**config.mk**
```make
export PLATFORM = sky130hd
export DESIGN_NAME = alu_exec
export DESIGN_NICKNAME = d
export VERILOG_FILES = /design/src/rtl/alu_exec.sv
export SDC_FILE = /design/constraint.sdc
export NUM_CORES = 1
export LEC_CHECK = 0
export BUFFER_PORTS_ARGS = -buffer_cell sky130_fd_sc_hd__buf_2
export CORE_ASPECT_RATIO = 1.1
export CORE_UTILIZATION = 50
export DETAILED_ROUTE_END_ITERATION = 7
export GPL_TIMING_DRIVEN = 0
export PLACE_DENSITY_LB_ADDON = 0.12
export SYNTH_ARGS = -nofsm -noshare
export SYNTH_HDL_FRONTEND = slang
export SYNTH_SLANG_ARGS = --single-unit
export TNS_END_PERCENT = 1
```
**constraint.sdc**
```tcl
create_clock -name clk -period 5.75 [get_ports clk]
set_input_delay 0.2875 -clock clk [delete_from_list [all_inputs] [get_ports clk]]
set_output_delay 0.2875 -clock clk [all_outputs]
set_load 0.01 [all_outputs]
```
**src/rtl/alu_exec.sv**
```systemverilog
// alu_exec -- multi-cycle execute-stage ALU with valid/ready handshakes.
//
// Accepts one request (op code + two operands) when idle. ADD, SUB, XOR,
// AND, SLT and illegal codes finish in one cycle. SRL/SLL shift one bit per
// cycle, so the pipeline can stall on them through in_ready/out_valid.
//
// Ports:
//   clk        rising-edge clock
//   rst_n      synchronous active-low reset
//   in_valid   request present
//   in_ready   block can accept a request (state == IDLE)
//   operation  6-bit op code: 27 ADD, 28 SUB, 29 SRL, 30 SLL, 31 XOR,
//              32 AND, 33 SLT; anything else is illegal
//   src_a      operand A (value shifted for SRL/SLL)
//   src_b      operand B (low log2(WIDTH) bits are the shift amount)
//   out_valid  result present (state == DONE)
//   out_ready  consumer takes the result
//   result     registered result
//   zero       registered, result == 0
//   illegal    registered, op code was not 27..33
module alu_exec #(
    parameter int WIDTH = 32
) (
    input  logic             clk,
    input  logic             rst_n,
    input  logic             in_valid,
    output logic             in_ready,
    input  logic [5:0]       operation,
    input  logic [WIDTH-1:0] src_a,
    input  logic [WIDTH-1:0] src_b,
    output logic             out_valid,
    input  logic             out_ready,
    output logic [WIDTH-1:0] result,
    output logic             zero,
    output logic             illegal
);

    localparam int SHW = $clog2(WIDTH);

    localparam logic [5:0] OP_ADD = 6'd27;
    localparam logic [5:0] OP_SUB = 6'd28;
    localparam logic [5:0] OP_SRL = 6'd29;
    localparam logic [5:0] OP_SLL = 6'd30;
    localparam logic [5:0] OP_XOR = 6'd31;
    localparam logic [5:0] OP_AND = 6'd32;
    localparam logic [5:0] OP_SLT = 6'd33;

    localparam logic [1:0] S_IDLE  = 2'd0;
    localparam logic [1:0] S_SHIFT = 2'd1;
    localparam logic [1:0] S_DONE  = 2'd2;

    localparam logic [SHW-1:0] CNT_ONE = SHW'(1);

    logic [1:0]       state;
    logic [WIDTH-1:0] shreg;
    logic [SHW-1:0]   cnt;
    logic             shl;

    logic signed [WIDTH-1:0] sa;
    logic signed [WIDTH-1:0] sb;
    logic [WIDTH-1:0]        alu_res;
    logic                    alu_ill;
    logic                    is_shift;
    logic [SHW-1:0]          shamt;
    logic [WIDTH-1:0]        shift_nxt;

    // One-bit logical shift step; zero fill on the vacated end.
    function automatic logic [WIDTH-1:0] shift_step(input logic [WIDTH-1:0] v,
                                                    input logic left);
        if (left)
            return {v[WIDTH-2:0], 1'b0};
        else
            return {1'b0, v[WIDTH-1:1]};
    endfunction

    assign in_ready  = (state == S_IDLE);
    assign out_valid = (state == S_DONE);

    assign sa    = src_a;
    assign sb    = src_b;
    assign shamt = src_b[SHW-1:0];

    // Single-cycle result; a zero shift amount falls through as src_a.
    always_comb begin
        alu_res  = '0;
        alu_ill  = 1'b0;
        is_shift = 1'b0;
        case (operation)
            OP_ADD: alu_res = src_a + src_b;
            OP_SUB: alu_res = src_a - src_b;
            OP_XOR: alu_res = src_a ^ src_b;
            OP_AND: alu_res = src_a & src_b;
            OP_SLT: alu_res = (sa < sb) ? {{(WIDTH-1){1'b0}}, 1'b1} : '0;
            OP_SRL, OP_SLL: begin
                alu_res  = src_a;
                is_shift = 1'b1;
            end
            default: alu_ill = 1'b1;
        endcase
    end

    assign shift_nxt = shift_step(shreg, shl);

    // Shift register holds data only and is always loaded before use.
    always_ff @(posedge clk) begin
        if (state == S_IDLE && in_valid)
            shreg <= src_a;
        else if (state == S_SHIFT)
            shreg <= shift_nxt;
    end

    always_ff @(posedge clk) begin
        if (!rst_n) begin
            state   <= S_IDLE;
            result  <= '0;
            zero    <= 1'b0;
            illegal <= 1'b0;
            cnt     <= '0;
            shl     <= 1'b0;
        end else begin
            case (state)
                S_IDLE: begin
                    if (in_valid) begin
                        if (is_shift && shamt != '0) begin
                            cnt   <= shamt;
                            shl   <= (operation == OP_SLL);
                            state <= S_SHIFT;
                        end else begin
                            result  <= alu_res;
                            zero    <= (alu_res == '0);
                            illegal <= alu_ill;
                            state   <= S_DONE;
                        end
                    end
                end
                S_SHIFT: begin
                    cnt <= cnt - CNT_ONE;
                    // Last step: publish the shifted value directly.
                    if (cnt == CNT_ONE) begin
                        result  <= shift_nxt;
                        zero    <= (shift_nxt == '0);
                        illegal <= 1'b0;
                        state   <= S_DONE;
                    end
                end
                S_DONE: begin
                    if (out_ready)
                        state <= S_IDLE;
                end
                default: state <= S_IDLE;
            endcase
        end
    end

endmodule

```
==> flow_metrics.env <==
export IMPL_most_common_layout_cells="a21oi_1 (138), nor2_1 (126), buf_2 (119)"
export IMPL_dr_pass1_iters=7
export IMPL_grt_total_usage=0.3901
export IMPL_max_slew_margin_rel=0.2296
export IMPL_netlist_area_sq_um=8750
export IMPL_clk_latency_ns=0.34
export IMPL_root_buffer="clkbuf_16"
export IMPL_finClkSkew_ns=0.006496
export IMPL_critPathLaunchType="input pin"
export IMPL_fp_dieW_um=128.1
export IMPL_final_util=0.5810
export IMPL_vias=10280
export IMPL_via_per_inst=6.609
export IMPL_critical_path_class="input pin to register"
export IMPL_grt_pass1_vias=9514
export IMPL_rrSetupSlack_ns=1.67
export IMPL_diodes=0
export IMPL_postCtsHoldBufs=0
export IMPL_fin_crit_sh=0.7569
export IMPL_timing_max_cap_violations=0
export IMPL_rsz0062_at_grt="false"
export IMPL_clock_fmax_ghz=0.2298
export IMPL_die_area_sq_um=18030
export IMPL_final_layout_size_suffix_gt1_frac=0.1293
export IMPL_drv_slew=0
export IMPL_min_path_type="input pin to register"
export IMPL_synth_area_per_cell_sq_um=7.297
export IMPL_ctsResizeCount=0
export IMPL_power_density_nw_per_um2=200.4
export IMPL_crit_start="operation[0]"
export IMPL_portBuffers=107
export IMPL_crit_arrival_ns=4.61
export IMPL_dp_cells=1540
export IMPL_cp_required_ns=6.00
export IMPL_grt_overflow=0
export IMPL_timing_rr_end="zero"
export IMPL_grtUsageMet3=0.05579
export IMPL_synth_ff_type="dfxtp_1"
export IMPL_synth_seq_cells=74
export IMPL_fin_cells=1556
export IMPL_cts_buffer_depth=2
export IMPL_die_y_um=140.7
export IMPL_path_max_fanout=10
export IMPL_routed_wl_mm=35.49
export IMPL_start_util=0.5123
export IMPL_antenna_found_initial=1
export IMPL_drt_iter0_drc=1210
export IMPL_ir_drop_uv=147.0
export IMPL_hold_viol=0
export IMPL_grt_busiest_layer="met2"
export IMPL_fin_area_sq_um=9923
export IMPL_p_leak_nw=4.020
export IMPL_ios=110
export IMPL_async_flop_share=0
export IMPL_h_tree_depth=3
export IMPL_period_needed_ns=4.352
export IMPL_rows=50
export IMPL_ys_warn_count=0
export IMPL_layout_commonest_cell="a21oi_1"
export IMPL_synth_cells=1199
export IMPL_tns_ns=0
export IMPL_grtUsageMet2=0.6196
export IMPL_crit_end="zero"
export IMPL_core_region_area_sq_um=17080
export IMPL_cts_buffers=9
export IMPL_worst_pin_slew_ns=1.147
export IMPL_dp_hpwl_mm=28.04
export IMPL_end_kind="register"
export IMPL_status="finished, final reports clean"
export IMPL_cts_tree="done"
export IMPL_globalplace_congestion=1.017
export IMPL_nets=1459
export IMPL_clk_pin_slew_ns=0.06
export IMPL_postCtsSetupRepairBufs=0
export IMPL_p_total_mw=1.989
export IMPL_r2r_start="state[1]"
export IMPL_grt_max_degree=34
export IMPL_synth_edf_count=32
export IMPL_ant_nets=0
export IMPL_clock_sinks=74
export IMPL_post_dp_cell_area_sq_um=9585
export IMPL_wl_per_cell_um=22.81
export IMPL_rr_worst_depth=12
export IMPL_synth_seq_area_share=0.2059
export IMPL_syn_nets=1341
export IMPL_ys_types=81
export IMPL_drc=0
export IMPL_grt_use_met1=0.5238
export IMPL_syn2layout_area_growth_pct=13.41
export IMPL_grt_pass1_wl_mm=54.01
export IMPL_finalSetupViolCount=0
[per-stage QoR]
| step | hold WS [ns] | setup WS (ns) |
|---|---|---|
| 6_report | 0.2811 | 1.398 |
| 5_1_grt | 0.2866 | 1.315 |
| 4_1_cts | 0.2730 | 1.615 |
| 3_5_place_dp | 0.4414 | 1.283 |
| 3_3_place_gp | 0.4367 | 1.220 |
| 2_1_floorplan | 0.3960 | 2.235 |
[sequential cells by signal, summed over array words and instances, names as in the netlist]
register  count
illegal       1
shreg        32
zero          1
result       32
shl           1
state         2
cnt           5
[how the worst min path moves through the flow]
stage	startpoint	slack, ns	to	cells after the start
4_1_cts	rst_n	0.27	state[1]	3
5_1_grt	rst_n	0.29	zero	3
3_3_place_gp	result[1]	0.44	result[1]	2
3_5_place_dp	result[0]	0.44	result[0]	2
2_1_floorplan	rst_n	0.40	zero	2
6_report	rst_n	0.28	state[1]	3
[cells by family (layout without fill, tap and decap cells)]
logic type	count (synthesis)	count (layout)	synth area share
fa+ha+maj	68	68	0.09896
mux	42	42	0.04962
flops	74	74	0.2059
compound gates	426	426	0.3345
xor+xnor	4	4	0.004005
simple gates	432	432	0.2380
buf+inv	153	276	0.06907
[routing by layer]
| metal | routed length [um] | vias to the layer above | part of all wire |
|---|---|---|---|
| li1 | - | 4711 | - |
| met2 | 15620 | 636 | 0.44 |
| met3 | 3533 | 130 | 0.10 |
| met4 | 1551 | 2 | 0.044 |
| met5 | 18 | - | 0.00051 |
| met1 | 14780 | 4804 | 0.42 |
[cell usage after synthesis (7+ instances only)]
cell type,count,area share
a211o_1,8,0.0080
a211oi_1,26,0.022
a21o_1,20,0.017
a21oi_1,138,0.079
a221o_1,8,0.0092
a221oi_1,10,0.010
a222oi_1,7,0.0080
a22oi_1,20,0.017
a31oi_1,7,0.0050
and2_1,15,0.011
and3_1,7,0.0050
buf_2,12,0.0069
clkbuf_1,58,0.025
dfxtp_1,42,0.096
edfxtp_1,32,0.11
ha_1,66,0.094
inv_1,72,0.031
mux2_2,11,0.014
mux2i_1,31,0.035
nand2_1,118,0.051
nand2b_1,10,0.0072
nand3_1,31,0.018
nand3b_1,8,0.0069
nand4_1,25,0.018
nor2_1,127,0.054
nor2b_1,16,0.011
nor3_1,24,0.014
nor3b_1,7,0.0060
nor4_1,16,0.011
o211ai_1,21,0.018
o21a_1,11,0.0094
o21ai_0,47,0.027
o21bai_1,12,0.010
o31ai_1,11,0.0094
or3_1,11,0.0079
[layout make-up]
cell class / count / area (sq um)
multi-input cells: 972 / 6351
clock inverters: 2 / 8.758
inverters: 75 / 281.5
flip-flops and latches: 74 / 1802
well taps: 234 / 292.8
fillers: 1682 / 7156
clock buffers: 14 / 329.1
repair buffers: 107 / 535.5
plain buffers: 78 / 322.8
[power breakdown]
part | switching, mW | internal (mW)
Sequential | 0.0225 | 0.594
Combinational | 0.499 | 0.261
Clock | 0.216 | 0.395
[worst max-delay path: stages]
cell and delay, ns:
clkbuf_1 0.36, xnor2_1 0.28, nor2_1 0.18, clkbuf_1 0.35, buf_2 0.34, clkbuf_1 0.46
a222oi_1 0.82, nand4_1 0.21, nor4_1 0.54, nand4_1 0.15, or3_1 0.38, o31ai_1 0.24
(Power assumes the default switching activity.)
